<file path="src/rtl/wb_pipe_regs_if.sv">
// Memory-side bus of the EX/MEM/WB pipeline: one request at a time,
// completion signalled by mem_ack with load data alongside it.
interface wb_pipe_regs_if;
    logic        mem_req;
    logic        mem_we;
    logic [15:0] mem_addr;
    logic [15:0] mem_wdata;
    logic        mem_ack;
    logic [15:0] mem_rdata;

    // Pipeline side issues requests
    modport master (
        output mem_req, mem_we, mem_addr, mem_wdata,
        input  mem_ack, mem_rdata
    );

    // Memory side answers them
    modport slave (
        input  mem_req, mem_we, mem_addr, mem_wdata,
        output mem_ack, mem_rdata
    );
endinterface

</file>
<file path="src/rtl/wb_pipe_regs.sv">
// EX/MEM and MEM/WB pipeline registers with memory access, stall
// generation, load-use detection, forwarding taps and write-back muxing.
module wb_pipe_regs (
    input  logic                  clk,
    input  logic                  rst,
    // EX stage entry
    input  logic                  ex_valid,
    input  logic [15:0]           ex_pc_wb_data,
    input  logic [15:0]           ex_ih_wb_data,
    input  logic [15:0]           ex_alu_answer,
    input  logic [15:0]           ex_mem_wdata,
    input  logic [3:0]            ex_wb_addr,
    input  logic [2:0]            ex_reg_op,
    input  logic [2:0]            ex_wb_data_op,
    input  logic                  ex_mem_rd,
    input  logic                  ex_mem_wr,
    input  logic                  flush,
    // ID sources for load-use detection
    input  logic [3:0]            id_reg1_addr,
    input  logic [3:0]            id_reg2_addr,
    input  logic                  id_reg1_used,
    input  logic                  id_reg2_used,
    // Memory bus
    wb_pipe_regs_if.master        mem,
    // EX/MEM forwarding taps
    output logic [15:0]           emo_pc_wb_data,
    output logic [15:0]           emo_ih_wb_data,
    output logic [15:0]           emo_alu_answer,
    output logic [3:0]            emo_wb_addr,
    output logic [2:0]            emo_reg_op,
    output logic [2:0]            emo_wb_data_op,
    // MEM/WB forwarding taps
    output logic [15:0]           mwo_pc_wb_data,
    output logic [15:0]           mwo_ih_wb_data,
    output logic [15:0]           mwo_alu_answer,
    output logic [15:0]           mwo_ram_read_answer,
    output logic [3:0]            mwo_wb_addr,
    output logic [2:0]            mwo_reg_op,
    output logic [2:0]            mwo_wb_data_op,
    // Control and write-back
    output logic                  stall_ex,
    output logic                  load_use_stall,
    output logic                  wb_en,
    output logic [3:0]            wb_addr,
    output logic [15:0]           wb_data,
    output logic [7:0]            mem_wait_cycles
);

    localparam logic [2:0] REG_NOP = 3'b000;
    localparam logic [2:0] WBD_NOP = 3'b000;
    localparam logic [2:0] WBD_ALU = 3'b001;
    localparam logic [2:0] WBD_MEM = 3'b010;
    localparam logic [2:0] WBD_IH  = 3'b011;
    localparam logic [2:0] WBD_PC  = 3'b100;

    // All-zero value of either struct is a bubble (NOP encodings, no access)
    typedef struct packed {
        logic        valid;
        logic [15:0] pc;
        logic [15:0] ih;
        logic [15:0] alu;
        logic [15:0] wdata;
        logic [3:0]  wb_addr;
        logic [2:0]  reg_op;
        logic [2:0]  wb_op;
        logic        rd;
        logic        wr;
    } em_t;

    typedef struct packed {
        logic [15:0] pc;
        logic [15:0] ih;
        logic [15:0] alu;
        logic [15:0] ram;
        logic [3:0]  wb_addr;
        logic [2:0]  reg_op;
        logic [2:0]  wb_op;
    } mw_t;

    typedef enum logic {S_IDLE, S_WAIT} state_t;

    em_t         r_em;
    mw_t         r_mw;
    state_t      r_state;
    logic [7:0]  r_wait_cnt;
    logic        w_mem_req;
    logic        w_stall;
    logic [15:0] w_wb_data;

    assign w_mem_req = r_em.valid & (r_em.rd | r_em.wr);
    assign w_stall   = w_mem_req & ~mem.mem_ack;

    // Memory request comes straight from EX/MEM, which is frozen while
    // stalled, so address/data stay steady for the whole wait
    assign mem.mem_req   = w_mem_req;
    assign mem.mem_we    = r_em.wr;
    assign mem.mem_addr  = r_em.alu;
    assign mem.mem_wdata = r_em.wdata;

    // EX/MEM: take the EX entry (or a bubble) unless stalled; flush only
    // acts on edges that actually load
    always_ff @(posedge clk or negedge rst) begin
        if (!rst) begin
            r_em <= '0;
        end else if (!w_stall) begin
            if (flush || !ex_valid) begin
                r_em <= '0;
            end else begin
                r_em.valid   <= 1'b1;
                r_em.pc      <= ex_pc_wb_data;
                r_em.ih      <= ex_ih_wb_data;
                r_em.alu     <= ex_alu_answer;
                r_em.wdata   <= ex_mem_wdata;
                r_em.wb_addr <= ex_wb_addr;
                r_em.reg_op  <= ex_reg_op;
                r_em.wb_op   <= ex_wb_data_op;
                r_em.rd      <= ex_mem_rd;
                r_em.wr      <= ex_mem_wr;
            end
        end
    end

    // MEM/WB: bubble while waiting on memory, otherwise advance EX/MEM
    // and capture load data on the acknowledging cycle
    always_ff @(posedge clk or negedge rst) begin
        if (!rst) begin
            r_mw <= '0;
        end else if (w_stall) begin
            r_mw <= '0;
        end else begin
            r_mw.pc      <= r_em.pc;
            r_mw.ih      <= r_em.ih;
            r_mw.alu     <= r_em.alu;
            r_mw.ram     <= (r_em.valid && r_em.rd) ? mem.mem_rdata : 16'h0000;
            r_mw.wb_addr <= r_em.wb_addr;
            r_mw.reg_op  <= r_em.reg_op;
            r_mw.wb_op   <= r_em.wb_op;
        end
    end

    // Request tracker: counter clears on a request's first cycle and
    // counts every cycle spent in WAIT, saturating at 255
    always_ff @(posedge clk or negedge rst) begin
        if (!rst) begin
            r_state    <= S_IDLE;
            r_wait_cnt <= 8'd0;
        end else begin
            case (r_state)
                S_IDLE: begin
                    if (w_mem_req) begin
                        r_wait_cnt <= 8'd0;
                        if (!mem.mem_ack) begin
                            r_state <= S_WAIT;
                        end
                    end
                end
                S_WAIT: begin
                    if (r_wait_cnt != 8'hFF) begin
                        r_wait_cnt <= r_wait_cnt + 8'd1;
                    end
                    if (mem.mem_ack) begin
                        r_state <= S_IDLE;
                    end
                end
                default: r_state <= S_IDLE;
            endcase
        end
    end

    // Write-back data select by the MEM/WB source code
    always_comb begin
        w_wb_data = 16'h0000;
        case (r_mw.wb_op)
            WBD_ALU: w_wb_data = r_mw.alu;
            WBD_MEM: w_wb_data = r_mw.ram;
            WBD_IH:  w_wb_data = r_mw.ih;
            WBD_PC:  w_wb_data = r_mw.pc;
            default: w_wb_data = 16'h0000;
        endcase
    end

    assign stall_ex        = w_stall;
    assign load_use_stall  = (r_em.wb_op == WBD_MEM) && (r_em.reg_op != REG_NOP) &&
                             ((id_reg1_used && (id_reg1_addr == r_em.wb_addr)) ||
                              (id_reg2_used && (id_reg2_addr == r_em.wb_addr)));
    assign mem_wait_cycles = r_wait_cnt;

    assign emo_pc_wb_data  = r_em.pc;
    assign emo_ih_wb_data  = r_em.ih;
    assign emo_alu_answer  = r_em.alu;
    assign emo_wb_addr     = r_em.wb_addr;
    assign emo_reg_op      = r_em.reg_op;
    assign emo_wb_data_op  = r_em.wb_op;

    assign mwo_pc_wb_data      = r_mw.pc;
    assign mwo_ih_wb_data      = r_mw.ih;
    assign mwo_alu_answer      = r_mw.alu;
    assign mwo_ram_read_answer = r_mw.ram;
    assign mwo_wb_addr         = r_mw.wb_addr;
    assign mwo_reg_op          = r_mw.reg_op;
    assign mwo_wb_data_op      = r_mw.wb_op;

    assign wb_en   = (r_mw.reg_op != REG_NOP);
    assign wb_addr = r_mw.wb_addr;
    assign wb_data = w_wb_data;

endmodule

</file>
<file path="src/flat_wrapper.sv">
// flat-port wrapper written by rule: the top's interface ports become plain ports
module wb_pipe_regs_flat 
  (clk, rst, ex_valid, ex_pc_wb_data, ex_ih_wb_data, ex_alu_answer, ex_mem_wdata, ex_wb_addr, ex_reg_op, ex_wb_data_op, ex_mem_rd, ex_mem_wr, flush, id_reg1_addr, id_reg2_addr, id_reg1_used, id_reg2_used, emo_pc_wb_data, emo_ih_wb_data, emo_alu_answer, emo_wb_addr, emo_reg_op, emo_wb_data_op, mwo_pc_wb_data, mwo_ih_wb_data, mwo_alu_answer, mwo_ram_read_answer, mwo_wb_addr, mwo_reg_op, mwo_wb_data_op, stall_ex, load_use_stall, wb_en, wb_addr, wb_data, mem_wait_cycles, mem_mem_req, mem_mem_we, mem_mem_addr, mem_mem_wdata, mem_mem_ack, mem_mem_rdata);
  wb_pipe_regs_if mem_i ();
  input  logic clk;
  input  logic rst;
  input  logic ex_valid;
  input  logic [15:0] ex_pc_wb_data;
  input  logic [15:0] ex_ih_wb_data;
  input  logic [15:0] ex_alu_answer;
  input  logic [15:0] ex_mem_wdata;
  input  logic [3:0] ex_wb_addr;
  input  logic [2:0] ex_reg_op;
  input  logic [2:0] ex_wb_data_op;
  input  logic ex_mem_rd;
  input  logic ex_mem_wr;
  input  logic flush;
  input  logic [3:0] id_reg1_addr;
  input  logic [3:0] id_reg2_addr;
  input  logic id_reg1_used;
  input  logic id_reg2_used;
  output logic [15:0] emo_pc_wb_data;
  output logic [15:0] emo_ih_wb_data;
  output logic [15:0] emo_alu_answer;
  output logic [3:0] emo_wb_addr;
  output logic [2:0] emo_reg_op;
  output logic [2:0] emo_wb_data_op;
  output logic [15:0] mwo_pc_wb_data;
  output logic [15:0] mwo_ih_wb_data;
  output logic [15:0] mwo_alu_answer;
  output logic [15:0] mwo_ram_read_answer;
  output logic [3:0] mwo_wb_addr;
  output logic [2:0] mwo_reg_op;
  output logic [2:0] mwo_wb_data_op;
  output logic stall_ex;
  output logic load_use_stall;
  output logic wb_en;
  output logic [3:0] wb_addr;
  output logic [15:0] wb_data;
  output logic [7:0] mem_wait_cycles;
  output wire logic [$bits(mem_i.mem_req)-1:0] mem_mem_req;
  output wire logic [$bits(mem_i.mem_we)-1:0] mem_mem_we;
  output wire logic [$bits(mem_i.mem_addr)-1:0] mem_mem_addr;
  output wire logic [$bits(mem_i.mem_wdata)-1:0] mem_mem_wdata;
  input wire logic [$bits(mem_i.mem_ack)-1:0] mem_mem_ack;
  input wire logic [$bits(mem_i.mem_rdata)-1:0] mem_mem_rdata;
  assign mem_mem_req = mem_i.mem_req;
  assign mem_mem_we = mem_i.mem_we;
  assign mem_mem_addr = mem_i.mem_addr;
  assign mem_mem_wdata = mem_i.mem_wdata;
  assign mem_i.mem_ack = mem_mem_ack;
  assign mem_i.mem_rdata = mem_mem_rdata;
  wb_pipe_regs u_core (.clk(clk), .rst(rst), .ex_valid(ex_valid), .ex_pc_wb_data(ex_pc_wb_data), .ex_ih_wb_data(ex_ih_wb_data), .ex_alu_answer(ex_alu_answer), .ex_mem_wdata(ex_mem_wdata), .ex_wb_addr(ex_wb_addr), .ex_reg_op(ex_reg_op), .ex_wb_data_op(ex_wb_data_op), .ex_mem_rd(ex_mem_rd), .ex_mem_wr(ex_mem_wr), .flush(flush), .id_reg1_addr(id_reg1_addr), .id_reg2_addr(id_reg2_addr), .id_reg1_used(id_reg1_used), .id_reg2_used(id_reg2_used), .mem(mem_i), .emo_pc_wb_data(emo_pc_wb_data), .emo_ih_wb_data(emo_ih_wb_data), .emo_alu_answer(emo_alu_answer), .emo_wb_addr(emo_wb_addr), .emo_reg_op(emo_reg_op), .emo_wb_data_op(emo_wb_data_op), .mwo_pc_wb_data(mwo_pc_wb_data), .mwo_ih_wb_data(mwo_ih_wb_data), .mwo_alu_answer(mwo_alu_answer), .mwo_ram_read_answer(mwo_ram_read_answer), .mwo_wb_addr(mwo_wb_addr), .mwo_reg_op(mwo_reg_op), .mwo_wb_data_op(mwo_wb_data_op), .stall_ex(stall_ex), .load_use_stall(load_use_stall), .wb_en(wb_en), .wb_addr(wb_addr), .wb_data(wb_data), .mem_wait_cycles(mem_wait_cycles));
endmodule
</file>
<file path="config.mk">
export PLATFORM = sky130hd
export DESIGN_NAME = wb_pipe_regs_flat
export DESIGN_NICKNAME = d
export VERILOG_FILES = /design/src/rtl/wb_pipe_regs_if.sv /design/src/rtl/wb_pipe_regs.sv /design/src/flat_wrapper.sv
export SDC_FILE = /design/constraint.sdc
export NUM_CORES = 1
export LEC_CHECK = 0
export ABC_AREA = 1
export BUFFER_PORTS_ARGS = -buffer_cell sky130_fd_sc_hd__buf_2
export CAP_MARGIN = 5
export CORE_ASPECT_RATIO = 1.4
export CORE_MARGIN = 2
export CORE_UTILIZATION = 53
export CTS_CLUSTER_SIZE = 25
export DETAILED_ROUTE_END_ITERATION = 12
export HOLD_SLACK_MARGIN = 0.05
export PLACE_DENSITY = 0.87
export SLEW_MARGIN = 10
export SYNTH_ARGS = -nofsm -noshare
export SYNTH_HDL_FRONTEND = slang
export SYNTH_SLANG_ARGS = --single-unit
</file>
<file path="constraint.sdc">
create_clock -name clk -period 2.4 [get_ports clk]
set_input_delay 0.12 -clock clk [delete_from_list [all_inputs] [get_ports clk]]
set_output_delay 0.12 -clock clk [all_outputs]
set_load 0.01 [all_outputs]
</file>
==> summary.txt <==
Synth area leaders = dfrtp_1 (52%), buf_4 (9.6%), nand3_1 (6.4%)
Via count of the first global-routing pass = 7149
WP data arrival = 2.12 ns
Fin crit share = 0.934
First-pass GRT wire length = 38600 µm
# IOs = 304
Post-place setup slack = 0.525 ns
Final Hold Slack = 0.0644 ns
Worst-path clk slew = 0.07 ns
Crit start category = flip-flop
Initial Util = 0.546
Setup repair bufs after CTS = 0
Post-route ant nets = 0
Slowest CP cell = dfrtp_1
Delay of the slowest critical-path stage = 0.52 ns
Sink Count = 160
GRT met3 Usage = 0.0717
Clk_lat worst skew = 0.42 ns
Area delta synth->final = 32.4%
PortBufs = 303
Post-detailed-route wirelength per cell = 19.3 µm
WHS Path Cells = 3
Initial antenna violation count = 0
Core Region = 14000 µm²
PwrDens = 654 nW/µm²
Register Area = 4010 µm²
Hold path endpoint = u_core.r_em[76]$_DFFE_PN0N_
Routability Congestion = 0.973
Worst hold path class = input pin to flip-flop
Final TNS setup = 0 ns
Seq/Total Area, Yosys = 0.525
Area of the multi-input gates = 2290 µm²
Worst Skew = 0.0106 ns
Dpl hpwl = 16700 µm
M1 GR Usage = 0.385
Post-route insts no fill = 1288
Fraction of layout cells with a size suffix above 1 = 0.406
Reg2reg start = u_core.r_em[76]$_DFFE_PN0N_
Syn nets = 908
CP Launch Point = u_core.mwo_wb_data_op[0]$_DFF_PN0_
Final hold vios = 0
Leak Pwr = 5.32 nW
Final setup viols = 0
WS Path Type = flip-flop to primary output
Unique cell type count in the Yosys netlist = 28
Clk buf depth = 2
DR vias = 6940
Diodes inserted = 0
Worst r2r dst = u_core.mwo_ih_wb_data[14]$_DFF_PN0_
RSZ-0062 raised after global routing = no
CTS tree = built
Max Freq = 0.446 GHz
Total wire length = 24800 µm
Placed cell count = 1161
Largest net degree at the start of global routing = 136
Maxcap violations = 0
Worst r2r path cells = 6
R2r setup slk = 0.53 ns
Peak supply drop = 0.000455 V
Gr ovfl total = 0
Final worst setup slack = 0.159 ns
Htree depth = 4
GRT Max-Usage Layer = met2
Worst Min Path Start = ex_valid
Final #Nets = 1198
Share of the synthesized area in the top cell type = 0.525
Max Slew Vio Count = 0
Die extent in y = 146 µm
Mapped cell area = 7630 µm²
Avg Inst Size Synth = 9.53 µm²
Drt pass-1 iters = 5
CP endpoint kind = primary output
Tightest Pin Transition = 0.646 ns
M2 GR Usage = 0.551
Fill cells = 976
Vias/cell = 5.39
Worst path cell trace = inv_2, nor2_4, nand3_1, o2111ai_1, buf_2
Crit-path max FO = 17
Die width = 105 µm
CTS Root Cell = clkbuf_16
Slew margin rel. = 0.569
Status = finished clean
Area leader, netlist = dfrtp_1
Synthesis Warnings = 0
Num CTS Buffers = 17
Drc violations = 0
Crit path time final = 2.24 ns
Mapped Cells = 800
Die area = 15400 µm²
Row count = 51
Initial DRC Count = 637
Aggregate global-route resource usage = 0.328
Synthesized flop and latch total = 160
Worst EP required = 2.28 ns
-- synthesized netlist by cell type --
master / count
nor3_1: 1
nand3_2: 24
xnor2_1: 2
a21oi_1: 3
nor2_1: 41
buf_6: 12
o21ai_1: 11
nand2_4: 2
ha_1: 1
or2_2: 1
o21ai_0: 39
nand4_1: 18
buf_1: 5
nor2_4: 2
o21ai_2: 20
inv_1: 88
nand3_1: 98
dfrtp_1: 160
nand2_2: 2
nand2_1: 81
buf_4: 98
inv_2: 4
or3_1: 1
buf_2: 18
nor2_2: 45
o2111ai_1: 16
o21bai_1: 1
clkbuf_1: 6
-- cell type report --
class                   count  share of cell area
multi-input cells         409               0.227
inverters                  92              0.0343
well taps                 185              0.0229
clock inverters            14              0.0171
repair buffers            410               0.259
clock buffers              18              0.0435
flip-flops and latches    160               0.397
-- cell usage in the layout, fill, tap and decap left out, types with 2 or more instances in the layout --
master,count
inv_6,4
inv_2,3
nand2_2,2
nand4_1,18
bufinv_16,2
xnor2_1,2
a21oi_1,3
buf_4,8
nor2_1,41
nand3_2,23
inv_1,88
nand3_1,98
clkinv_4,4
o2111ai_1,16
dfrtp_1,159
clkinvlp_4,2
nand2_1,81
buf_2,302
o21ai_1,11
nor2_2,44
o21ai_0,39
nor2_4,3
nand2_4,2
buf_12,4
o21ai_2,20
dlygate4sd3_1,95
clkbuf_16,17
-- where the power goes --
group	internal [mW]	switching, mW
clock	1.60	1.18
combinational	0.383	0.498
sequential	2.82	0.123
total	4.80	1.80
-- worst max path at each step --
stage                  end  slack (ns)  cells past startpoint
3_5_place_dp   wb_data[13]        0.53                      3
4_1_cts        wb_data[13]        0.06                      3
5_1_grt         wb_data[0]        0.02                      5
2_1_floorplan   wb_data[0]        1.06                      4
3_3_place_gp   wb_data[13]        0.57                      3
6_report        wb_data[0]        0.16                      5
-- stage by stage --
step,utilization,total power [mW],area [µm²]
after CTS,0.722,6.60,10100
after floorplan,-,3.42,7630
after global placement,0.610,3.71,8530
final,0.723,6.61,10100
after detailed placement,0.610,3.73,8530
after global routing,0.723,6.84,10100
-- flip-flops by register name, indices dropped and copies added, names as in the netlist, 3 cells and up --
name	flops
u_core.emo_alu_answer	16
u_core.emo_ih_wb_data	16
u_core.emo_pc_wb_data	16
u_core.mem.mem_wdata	16
u_core.mwo_alu_answer	16
u_core.mwo_ih_wb_data	16
u_core.mwo_pc_wb_data	16
u_core.mwo_ram_read_answer	16
u_core.mem_wait_cycles	8
u_core.emo_wb_addr	4
u_core.mwo_wb_addr	4
u_core.emo_reg_op	3
u_core.emo_wb_data_op	3
u_core.mwo_reg_op	3
u_core.mwo_wb_data_op	3
-- cells by family after synthesis --
group	synth area share
AO/OA/AOI/OAI	0.0771
XOR/XNOR	0.00230
adder cells (fa/ha/maj)	0.00164
buffers and inverters	0.177
flip-flops	0.525
AND/OR/NAND/NOR	0.217
-- worst max-delay path, delay by kind of cell, from the launching register on --
kind	cells	cell delay, ns
buf+inv	2	0.37
flops	1	0.52
simple gates	2	0.62
compound gates	1	0.18
-- what timing repair did --
action | in CTS | in global routing
setup endpoints to repair | 0 | 16
endpoints found under the hold margin | 158 | 0
hold buffers | 95 | 0
resized for setup | 0 | 2
-- per-layer routing --
| metal | part of all wire | vias up |
|---|---|---|
| met1 | 0.35 | 3307 |
| met2 | 0.51 | 473 |
| li1 | - | 3072 |
| met4 | 0.051 | 0 |
| met5 | 0 | - |
| met3 | 0.090 | 88 |
Note: power is estimated with default switching activity, not from simulation.
